--- src/rtl/dmem_arbiter.sv ---
// Two-requester arbiter for the single-port data memory: CPU memory stage vs DMA/debug loader.
// Grants one side per cycle, bounds DMA starvation and steers synchronous read data back to its owner.
module dmem_arbiter #(
  parameter int DATA_W   = 16,
  parameter int ADDR_W   = 16,
  parameter int MAX_WAIT = 4
) (
  input  logic              clk,
  input  logic              reset,
  input  logic              cpu_req,
  input  logic              cpu_we,
  input  logic [ADDR_W-1:0] cpu_addr,
  input  logic [DATA_W-1:0] cpu_wdata,
  output logic              cpu_stall,
  output logic              cpu_rvalid,
  output logic [DATA_W-1:0] cpu_rdata,
  input  logic              dma_req,
  input  logic              dma_we,
  input  logic [ADDR_W-1:0] dma_addr,
  input  logic [DATA_W-1:0] dma_wdata,
  output logic              dma_gnt,
  output logic              dma_rvalid,
  output logic [DATA_W-1:0] dma_rdata,
  output logic              mem_we,
  output logic [ADDR_W-1:0] mem_addr,
  output logic [DATA_W-1:0] mem_wdata,
  input  logic [DATA_W-1:0] mem_rdata
);

  typedef enum logic [0:0] {PRI_CPU = 1'b0, PRI_DMA = 1'b1} state_t;
  typedef enum logic [1:0] {OWN_NONE = 2'd0, OWN_CPU = 2'd1, OWN_DMA = 2'd2} own_t;

  localparam logic [3:0] MAX_WAIT_C = 4'(MAX_WAIT);

  state_t            state_r, state_nxt_s;
  logic [3:0]        wait_cnt, wait_cnt_nxt_s;
  own_t              rd_own_q, rd_own_nxt_s;
  logic              cpu_gnt_s, dma_gnt_s;
  logic [DATA_W-1:0] cpu_rdata_r, dma_rdata_r;

  // Grant decision, starvation counter and next state; grants are suppressed while in reset
  always_comb begin
    cpu_gnt_s      = 1'b0;
    dma_gnt_s      = 1'b0;
    state_nxt_s    = state_r;
    wait_cnt_nxt_s = wait_cnt;
    rd_own_nxt_s   = OWN_NONE;
    if (!reset) begin
      case (state_r)
        PRI_CPU: begin
          cpu_gnt_s = cpu_req;
          dma_gnt_s = dma_req & ~cpu_req;
        end
        PRI_DMA: begin
          dma_gnt_s = dma_req;
          cpu_gnt_s = cpu_req & ~dma_req;
        end
        default: begin
          cpu_gnt_s = cpu_req;
          dma_gnt_s = dma_req & ~cpu_req;
        end
      endcase
    end else begin
      cpu_gnt_s = 1'b0;
    end

    if (dma_gnt_s || !dma_req) begin
      wait_cnt_nxt_s = 4'd0;
    end else if (cpu_gnt_s && (wait_cnt < MAX_WAIT_C)) begin
      wait_cnt_nxt_s = wait_cnt + 4'd1;
    end else begin
      wait_cnt_nxt_s = wait_cnt;
    end

    if (state_r == PRI_CPU) begin
      if (cpu_gnt_s && dma_req && (wait_cnt_nxt_s == MAX_WAIT_C)) begin
        state_nxt_s = PRI_DMA;
      end else begin
        state_nxt_s = PRI_CPU;
      end
    end else if (dma_gnt_s || !dma_req) begin
      state_nxt_s = PRI_CPU;
    end else begin
      state_nxt_s = PRI_DMA;
    end

    if (cpu_gnt_s && !cpu_we) begin
      rd_own_nxt_s = OWN_CPU;
    end else if (dma_gnt_s && !dma_we) begin
      rd_own_nxt_s = OWN_DMA;
    end else begin
      rd_own_nxt_s = OWN_NONE;
    end
  end

  // A read tag still in flight when reset arrives must not surface as rvalid
  assign cpu_rvalid = ~reset & (rd_own_q == OWN_CPU);
  assign dma_rvalid = ~reset & (rd_own_q == OWN_DMA);
  assign cpu_rdata  = cpu_rvalid ? mem_rdata : cpu_rdata_r;
  assign dma_rdata  = dma_rvalid ? mem_rdata : dma_rdata_r;

  assign cpu_stall = cpu_req & ~cpu_gnt_s & ~reset;
  assign dma_gnt   = dma_gnt_s;
  assign mem_we    = (cpu_gnt_s & cpu_we) | (dma_gnt_s & dma_we);
  assign mem_addr  = dma_gnt_s ? dma_addr  : cpu_addr;
  assign mem_wdata = dma_gnt_s ? dma_wdata : cpu_wdata;

  // State, wait counter, read-owner tag and held read data
  always_ff @(posedge clk) begin
    if (reset) begin
      state_r     <= PRI_CPU;
      wait_cnt    <= 4'd0;
      rd_own_q    <= OWN_NONE;
      cpu_rdata_r <= '0;
      dma_rdata_r <= '0;
    end else begin
      state_r  <= state_nxt_s;
      wait_cnt <= wait_cnt_nxt_s;
      rd_own_q <= rd_own_nxt_s;
      if (cpu_rvalid) begin
        cpu_rdata_r <= mem_rdata;
      end
      if (dma_rvalid) begin
        dma_rdata_r <= mem_rdata;
      end
    end
  end

endmodule

--- config.mk ---
export PLATFORM = sky130hd
export DESIGN_NAME = dmem_arbiter
export DESIGN_NICKNAME = d
export VERILOG_FILES = /design/src/rtl/dmem_arbiter.sv
export SDC_FILE = /design/constraint.sdc
export NUM_CORES = 1
export LEC_CHECK = 0
export CAP_MARGIN = 20
export CORE_AREA = 3 3 63 65
export CTS_BUF_LIST = sky130_fd_sc_hd__clkbuf_8
export DETAILED_ROUTE_END_ITERATION = 8
export DIE_AREA = 0 0 66 68
export DONT_BUFFER_PORTS = 1
export PLACE_DENSITY = 0.74
export SLEW_MARGIN = 20
export SYNTH_ARGS = -nofsm -noshare
export SYNTH_HDL_FRONTEND = slang
export SYNTH_SLANG_ARGS = --single-unit
--- constraint.sdc ---
create_clock -name clk -period 3.5 [get_ports clk]
set_input_delay 0.875 -clock clk [delete_from_list [all_inputs] [get_ports clk]]
set_output_delay 0.875 -clock clk [all_outputs]
set_load 0.01 [all_outputs]
# Word level (Yosys, flattened, before mapping)
# Index checks and enable logic that the tools add are counted.
word_totals:
  ff_bits: 39
  input_bits: 86
  output_inout_bits: 69
  word_cells: 50
classes:
  n_addsub: 1
  magnitude_cmp: 1
  eq_ne: 3
  mux: 15
  bitwise_logic: 14
  reduce_logical: 10
ops:
  columns: ["cell", "n"]
  rows:
  - ["$mux W16", 4]
  - ["$and A1 B1 Y1", 8]
  - ["$mux W4", 2]
  - ["$mux W1", 6]
  - ["$logic_and A1 B1 Y1", 5]
  - ["$not A1 Y1", 5]
  - ["$add A4 B1 Y4 const B", 1]
  - ["$eq A4 B3 Y1 const B", 1]
  - ["$lt A4 B3 Y1 const B", 1]
  - ["$pmux W1 S2", 2]
  - ["$logic_not A1 Y1", 3]
  - ["$eq A2 B1 Y1 const B", 1]
  - ["$eq A2 B2 Y1 const B", 1]
  - ["$mux W2", 1]
  - ["$reduce_or A2 Y1", 1]
  - ["$logic_or A1 B1 Y1", 1]
  - ["$or A1 B1 Y1", 1]

# Longest topological paths before layout
# Gate-level depths: netlist of the first run.
logic_depth:
  ltp_word: 11
  mapped_depth: 5
  mapped_depth_nobuf: 4

# Worst setup path before layout of the first run
# Ideal clock, no wire load.
synth_path:
  kind: "input -> output"
  startpoint: "input reset"
  endpoint: "output cpu_rdata[10]"
  arrival_ps: 1896
  setup_slack_ps: 729
  path_stages: 4
  n_path_buf: 2
  cell_sequence: "buf_6 > nor3b_4 > buf_8 > mux2_4"
synth_between:
  elab_chain_cells: 3
synth_rtl:
  columns: ["item", "line", "text"]
  rows:
  - ["from (decl)", "9", "input logic reset,"]
  - ["$not A1 Y1", "97", "assign cpu_rvalid = ~reset & (rd_own_q == OWN_CPU);"]
  - ["$and A1 B1 Y1", "97", null]
  - ["via cpu_rvalid", "15", "output logic cpu_rvalid,"]
  - ["$mux W16", null, null]
  - ["to (decl)", "16", "output logic [DATA_W-1:0] cpu_rdata,"]
# The timed path passes the listed nets, and every way through them passes these cells.

# Worst setup path in the final report of the first run
layout_path:
  startpoint: "input dma_req"
  endpoint: "output mem_addr[10]"
layout_between:
  elab_chain_cells: 4
layout_rtl:
  columns: ["item", "line", "text"]
  rows:
  - ["from (decl)", "17", "input logic dma_req,"]
  - ["$and A1 B1 Y1", null, null]
  - ["$pmux W1 S2 *", "49", "case (state_r)"]
  - ["$mux W1 *", "48", "if (!reset) begin"]
  - ["$mux W16 *", "105", "assign mem_addr = dma_gnt_s ? dma_addr : cpu_addr;"]
  - ["to (decl)", "25", "output logic [ADDR_W-1:0] mem_addr,"]
# Every way passes the cells marked *; elsewhere a longest branch is shown, timed or not.

==> flow_metrics.tcl, run 1 <==
set metrics [dict create \
    whs_ns 0.508 \
    ys.flop_type "dfxtp_1" \
    die_h_microns 68 \
    via_count 1279 \
    drcViolationCount 0 \
    dieArea_sq_um 4490 \
    cts_max_level 2 \
    hold_buffers 0 \
    cap_violations 0 \
    grt_antenna_before_repair 0 \
    grt_pass1_vias 1387 \
    hold_violations 0 \
    powerDensity_nw_per_um2 447 \
    synth_edf_count 0 \
    routed_wl_microns 4810 \
    clock.fmax_mhz 361 \
    fin_crit_ns 2.77 \
    crit_type "input pin to output port" \
    final_nets 263 \
    synth-async-reset-ratio_pct 0 \
    gr-total-overflow 0 \
    clk_path_buf_depth 2 \
    gp_congestion 0.901 \
    rsz0062_at_grt "false" \
    ys_top_cells_by_count "mux2_2 (46), dfxtp_1 (39), and2b_1 (18), mux2_4 (18), nor2b_1 (16)" \
    path_clk_slew_ns 0.08 \
    clock-sinks 39 \
    slew_violations 0 \
    cp_slowest_cell "mux2_2" \
    vias_per_cell 5.74 \
    top_level_ports 155 \
    worst-path-buf-inv 1 \
    cpLargestDelayFamily "multiplexers" \
    slew_headroom_pct 74.4 \
    start_kind "input pin" \
    ys_ff_latch 39 \
    wl_per_cell_microns 21.6 \
    die_w_microns 66 \
    syn_avg_cell_area_sq_um 11.8 \
    critical_path_arrival_ns 1.89 \
    clkLatencyLatePin_ns 0.29 \
    ys_seq_area_share_pct 37.9 \
    tightest_slew_ns 0.384 \
    firstDrtPassIters 4 \
    nFillCells 249 \
    root_buffer "clkbuf_8" \
    tns_ns 0 \
    ant_nets 0 \
    synthTopCellsByArea "dfxtp_1 (38%), mux2_2 (25%), mux2_4 (13%)" \
    cpPeakStageDelay_ns 0.43 \
    synth.most_common_cell "mux2_2" \
    yosys_warnings 0 \
    fp-row-count 21 \
    io_buffers 0 \
    finalClockSkew_ns 0.00507 \
    postCtsSetupBuffers 0 \
    crit_fanout 33 \
    setup_viol 0 \
    period_share_pct 79.1 \
    dp_hpwl_microns 3860 \
    cp-end-kind "output port" \
    vdd_drop_max_uv 255 \
    grt_usage_pct 21.0 \
    grt_max_degree 38 \
    drive_gt1_share_pct 43.5 \
    drtIter0Drc 23 \
    coreArea_sq_um 3390 \
    yosys.area.top_type_share_pct 37.9 \
    diodes 0 \
    grt_pass1_wl_microns 6890 \
    yosysTopAreaCell "dfxtp_1" \
    cts_tree "built" \
    path_cells "nor2b_1, nand2_1, buf_4, mux2_2" \
    synth_cells 174 \
    syn-num-nets 261 \
    synth_area_sq_um 2060 \
    critPathRequiredTime_ns 2.62 \
    synth_cell_type_count 23 \
    hold_class "register to register" \
    status "complete, no violations" \
    cts_resized 0 \
    leakagePower_uw 0.000958 \
    numCtsBuffers 5 \
    syn_to_final_growth_pct 7.42 \
    initial_utilization_pct 60.7 \
]
[final timing paths]
| path | endpoint | from | slack [ns] | depth (start not counted) |
|---|---|---|---|---|
| worst min-delay path | wait_cnt[3] | wait_cnt[3] | 0.51 | 2 |
| worst max register to register | cpu_rdata_r[14] | rd_own_q[0] | 1.94 | 4 |
| worst min register to register | wait_cnt[3] | wait_cnt[3] | 0.51 | 2 |
| worst max-delay path | mem_addr[10] | dma_req | 0.73 | 4 |
[layer usage]
layer	track usage [%]	vias up	share of wire (%)
met3	9.20	2	11
li1	-	602	-
met2	38.0	84	54
met4	8.88	0	0.79
met1	21.0	591	34
met5	0	-	0
[layout make-up]
cell class | instances | area, sq um | share of cell area [%]
tap | 46 | 57.6 | 2.60
sequential | 39 | 781 | 35.3
inverter | 2 | 7.51 | 0.340
multi-input combinational | 124 | 1200 | 54.4
clock buffer | 5 | 68.8 | 3.11
timing repair buffer | 4 | 30.0 | 1.36
clock inverter | 3 | 63.8 | 2.89
[power breakdown]
group / switching (uW) / total (uW) / internal [uW]
Clock: 150 / 432 / 282
Combinational: 53.0 / 103 / 49.7
Sequential: 2.68 / 453 / 450
Total: 206 / 988 / 782
[flip-flops by register name, indices dropped and copies added (netlist names)]
signal / count
cpu_rdata_r: 16
state_r: 1
wait_cnt: 4
dma_rdata_r: 16
rd_own_q: 2
[tightest hold or removal path: cells and delay by family, from the launching register on]
kind                   cells  cell delay [ns]
buffers and inverters      1             0.08
DFF                        1             0.34
and+or+nand+nor            1             0.04
[per-stage QoR]
step	area (sq um)	cells	total power [uW]	utilization, %	worst slack [ns]
after detailed placement	2080	215	567	61.3	0.742
after floorplan	2060	174	560	-	0.729
after CTS	2210	223	1000	65.2	0.746
after global routing	2210	223	1030	65.2	0.665
after global placement	2080	215	564	61.3	0.785
final	2210	223	988	65.2	0.733
[kinds of logic after synthesis]
kind of cell	Yosys count	share of synthesized area (%)
multiplexers	65	38.8
buffers and inverters	11	3.65
AO/OA/AOI/OAI	3	1.03
flip-flops	39	37.9
AND/OR/NAND/NOR	54	17.6
adder cells (fa/ha/maj)	1	0.608
XOR/XNOR	1	0.426
[placed cells by master, fill, tap and decap left out, drive strengths merged, types with 3 or more instances in the layout]
| master | netlist | layout |
|---|---|---|
| and2b | 18 | 18 |
| nor2 | 7 | 7 |
| nand3 | 3 | 3 |
| dfxtp | 39 | 39 |
| nor2b | 16 | 16 |
| inv | 2 | 3 |
| mux2 | 64 | 64 |
| clkbuf | 3 | 5 |
| nand2 | 3 | 3 |
| buf | 6 | 4 |
Power figures use the tool's default switching activity.
==> run 2: changes to the inputs <==
==> constraint.sdc (replaced) <==
create_clock -name clk -period 2.6 [get_ports clk]
set_input_delay 0.65 -clock clk [delete_from_list [all_inputs] [get_ports clk]]
set_output_delay 0.65 -clock clk [all_outputs]
set_load 0.01 [all_outputs]
==> run 2 against run 1 <==
  * Via count is 1.8% higher
  * Sequential share of layout area increased by 0.51 points
  * Count of clock-buffer cells in the layout stayed put
  * Wire length rose by 0.75%
  * Sequential cell count is the same
  * Power up 14%
  * Sequential power grew 35%
  * Critical path depth shrank 1
  * Worst hold slack got worse by 0.084 ns
  * Register-to-register slack worse by 0.87 ns
==> flow_metrics.tcl, run 2 (synthesized netlist as in run 1, its figures left out) <==
set metrics [dict create \
    status "complete, no violations" \
    multi_input_area_sq_um 1200 \
    critical_path_arrival_ns 1.58 \
    postCtsSetupBuffers 0 \
    coreArea_sq_um 3390 \
    crit_type "register to output port" \
    drtIter0Drc 39 \
    grt_max_degree 38 \
    cts_tree "built" \
    dieArea_sq_um 4490 \
    vdd_drop_max_uv 210 \
    cap_violations 0 \
    cp-end-kind "output port" \
    drive_gt1_share_pct 43.3 \
    die_w_microns 66 \
    initial_utilization_pct 60.7 \
    final_nets 264 \
    io_buffers 0 \
    gp_congestion 0.867 \
    cts_max_level 2 \
    switching_power_uw 269 \
    slew_headroom_pct 79.6 \
    grt_usage_pct 20.9 \
    numCtsBuffers 5 \
    seqPwrFrac_pct 54.3 \
    via_count 1302 \
    routed_wl_microns 4850 \
    critPathRequiredTime_ns 1.95 \
    die_h_microns 68 \
    grt_antenna_before_repair 0 \
    root_buffer "clkbuf_8" \
    final_common_cell "mux2_2" \
    hold_end "rd_own_q[1]" \
    fin_util_pct 64.3 \
    rsz0062_at_grt "false" \
    comb_power_share_pct 12.5 \
    start_kind "register" \
    whs_ns 0.424 \
    clk_path_buf_depth 2 \
    path_clk_slew_ns 0.07 \
    r2r-end "cpu_rdata_r[12]" \
    hold_violations 0 \
    setup_viol 0 \
    clkLatencyLatePin_ns 0.29 \
    whs_path_depth 1 \
    cts_resized 0 \
    placed_cells 216 \
    hold_class "input pin to register" \
    top_level_ports 155 \
    tns_ns 0 \
    hp-start "dma_we" \
    grt_pass1_vias 1365 \
    cpPeakStageDelay_ns 0.42 \
    seq_area_sq_um 781 \
    netSwitchingFraction_pct 23.9 \
    grt_pass1_wl_microns 6900 \
    mostFrequentLayoutCells "mux2_2 (46), dfxtp_1 (39), mux2_4 (18), and2b_1 (18), nor2b_1 (16)" \
    clockPowerShare_pct 33.2 \
    cp_slowest_cell "mux2_2" \
    rr_startpoint "rd_own_q[0]" \
    hold_buffers 0 \
    clock.fmax_mhz 448 \
    vias_per_cell 5.81 \
    r2r_setup_slack_ns 1.07 \
    dp_hpwl_microns 3960 \
    nFillCells 250 \
    powerDensity_nw_per_um2 516 \
    period_share_pct 85.8 \
    largestRegisters "cpu_rdata_r: 16 flops, dma_rdata_r: 16 flops, wait_cnt: 4 flops" \
    r2r_cells 4 \
    tightest_slew_ns 0.306 \
    gr-total-overflow 0 \
    clock-sinks 39 \
    leakagePower_uw 0.000950 \
    drcViolationCount 0 \
    path_cells "nor3b_4, buf_4, mux2_2" \
    p_int_uw 856 \
    fin_crit_ns 2.23 \
    syn_to_final_growth_pct 5.90 \
    crit_fanout 12 \
    diodes 0 \
    ant_nets 0 \
    fp-row-count 21 \
    slew_violations 0 \
    firstDrtPassIters 4 \
    stdcell_count 224 \
    finalClockSkew_ns 0.00379 \
    wl_per_cell_microns 21.6 \
]
[run 2: cell count changes in the layout (fill, tap and decap cells not counted)]
cell       previous run  this run
buf_12                0         1
bufinv_16             2         0
clkinv_2              0         1
inv_1                 3         4
[run 2: through the flow]
stage | power, uW | setup slack, ns | cell area [sq um]
3_5_place_dp | 767 | 0.392 | 2100
2_1_floorplan | 754 | 0.279 | 2060
4_1_cts | 1140 | 0.341 | 2180
6_report | 1120 | 0.369 | 2180
5_1_grt | 1170 | 0.291 | 2180
3_3_place_gp | 763 | 0.430 | 2100
[run 2: routing by layer]
metal  vias to the layer above  track usage (%)  wire (microns)
li1                        604                -               -
met2                        81             39.2            2600
met5                         -                0               0
met4                         0             7.61              68
met1                       611             21.1            1670
met3                         6             8.05             499
[run 2: area by class of cell]
cell class | count | share of cell area [%]
multi-input combinational | 124 | 55.2
sequential | 39 | 35.8
clock buffer | 5 | 3.16
tap | 46 | 2.64
timing repair buffer | 5 | 2.30
clock inverter | 3 | 0.574
inverter | 2 | 0.344
[run 2: power by group through the flow]
| stage | Sequential (uW) | Combinational (uW) | Clock [uW] |
|---|---|---|---|
| floorplan | 623 | 131 | 0 |
| detailed placement | 624 | 143 | 0 |
| global route | 610 | 149 | 411 |
| CTS | 610 | 143 | 388 |
| finish | 610 | 141 | 373 |
| global placement | 623 | 140 | 0 |
[run 2: worst max-delay path, delay by kind of cell, from the launching register on]
family                 cells  cell delay [ns]
flip-flops                 1             0.38
buffers and inverters      1             0.28
AND/OR/NAND/NOR            1             0.21
multiplexers               1             0.42
[run 2: worst max path at each step]
stage | start | end | slack (ns) | depth (start not counted)
6_report | rd_own_q[0] | cpu_rdata[12] | 0.37 | 3
5_1_grt | rd_own_q[0] | cpu_rdata[12] | 0.29 | 3
4_1_cts | rd_own_q[0] | cpu_rdata[12] | 0.34 | 3
3_5_place_dp | reset | cpu_rdata[12] | 0.39 | 3
3_3_place_gp | dma_req | mem_addr[13] | 0.43 | 4
2_1_floorplan | reset | cpu_rdata[10] | 0.28 | 4
==> patch (config.mk and constraints of run 1) <==
Make the reset (`reset`) asynchronous in one clocked block.
--- a/src/rtl/dmem_arbiter.sv
+++ b/src/rtl/dmem_arbiter.sv
@@ -106,7 +106,7 @@
   assign mem_wdata = dma_gnt_s ? dma_wdata : cpu_wdata;
 
   // State, wait counter, read-owner tag and held read data
-  always_ff @(posedge clk) begin
+  always_ff @(posedge clk or posedge reset) begin
     if (reset) begin
       state_r     <= PRI_CPU;
       wait_cnt    <= 4'd0;
Check against the original RTL: differs if reset is asserted again (counterexample within 4 cycles, from zero or initial values and one cycle with reset high); with reset held inactive, the same outputs for 10 cycles.
==> patch against run 1 <==
- synthesized area down 2.7%
- wire length up 11%
- synthesized cell count down 18%
- via count down 4.0%
- count of clock-buffer cells in the layout up 1
- cell area down 2.6%
- worst setup slack worse by 110 ps
- sequential cell count unchanged
Power is not compared: it rests on default switching activity, and its combinational part moved more than twofold at a synthesized area within 25%.
==> patch: results <==
{
  "synth_xor_area_share_pct": 0.4375,
  "routed-via-count": 1228,
  "synth_compound_area_share_pct": 2.188,
  "finalClockSkew_ps": 4.346,
  "worstSetupStartpoint": "cpu_req",
  "postPlaceCellArea_sq_um": 2033,
  "ys_warn_count": 0,
  "route.met2.wl_microns": 2860,
  "grt_pass1_wl_microns": 7238,
  "gr-usage-met2_pct": 40.18,
  "yosysSeqAreaShare_pct": 48.75,
  "layout-drive-gt1-share_pct": 24.83,
  "grt_use_total_pct": 23.33,
  "leakage_nw": 0.9314,
  "grt_pass1_vias": 1253,
  "outcome": "completed",
  "cts-root-buf": "clkbuf_8",
  "cp.arrival_ps": 2000,
  "fin_nets": 235,
  "cpMaxStageDelayCell": "mux2_1",
  "cpPeakStageDelay_ps": 460,
  "gr-usage-met1_pct": 24.81,
  "slew_violations": 0,
  "synthTopCellsByArea": "dfrtp_1, mux2_1, mux2_2",
  "wl_per_cell_microns": 27.21,
  "clkLatencyLatePin_ps": 280,
  "synth_cell_types": 24,
  "place_ws_ps": 636.5,
  "syn_nets": 230,
  "gp_congestion": 0.9060,
  "dr.pass1.iters": 3,
  "met1Wirelength_microns": 1738,
  "fillers": 240,
  "r2r-start": "rd_own_q[0]",
  "gr-usage-met3_pct": 9.031,
  "critical-path-top-delay-family": "multiplexers",
  "p_seq_uw": 560,
  "tightest_slew_ps": 503.2,
  "hold_class": "input port to asynchronous set/reset pin",
  "antenna_found_initial": 1,
  "dp_hpwl_microns": 4394,
  "synth_common_cells": "mux2_1, dfrtp_1, mux2_2",
  "synthAdderAreaFrac_pct": 0.6250,
  "post-route-util_pct": 63.53,
  "clkSlewWorstSetupHoldPaths_ps": 70,
  "top_layer": "met4",
  "cp_max_fo": 34,
  "grt_max_degree": 35,
  "first_iter_violations": 45,
  "route.met3.wl_microns": 542,
  "synthMuxAreaShare_pct": 36.75,
  "async_flop_share_pct": 100.0
}
-- patch: worst paths after layout --
| kind | cells past startpoint | end | slack, ps |
|---|---|---|---|
| max | 5 | mem_wdata[13] | 630 |
| min | 1 | state_r | 410 |
| max reg2reg | 3 | dma_rdata_r[6] | 1800 |
| min reg2reg | 1 | cpu_rdata_r[1] | 540 |
| max in group asynchronous | 2 | dma_rdata_r[6] | 2400 |
| min in group clk | 1 | cpu_rdata_r[1] | 540 |
-- patch: metrics by stage --
step,total power [mW],std cells
floorplan,0.7691,143
global placement,0.8058,187
detailed placement,0.8179,187
CTS,1.197,195
global route,1.237,196
finish,1.181,196
-- patch: layout make-up --
class | count | share of cell area (%)
Inverter | 4 | 0.6973
Sequential cell | 39 | 45.32
Tap cell | 46 | 2.673
Antenna cell | 1 | 0.1162
Multi-Input combinational cell | 94 | 44.33
Clock buffer | 6 | 3.835
Clock inverter | 2 | 1.627
Timing Repair Buffer | 4 | 1.395
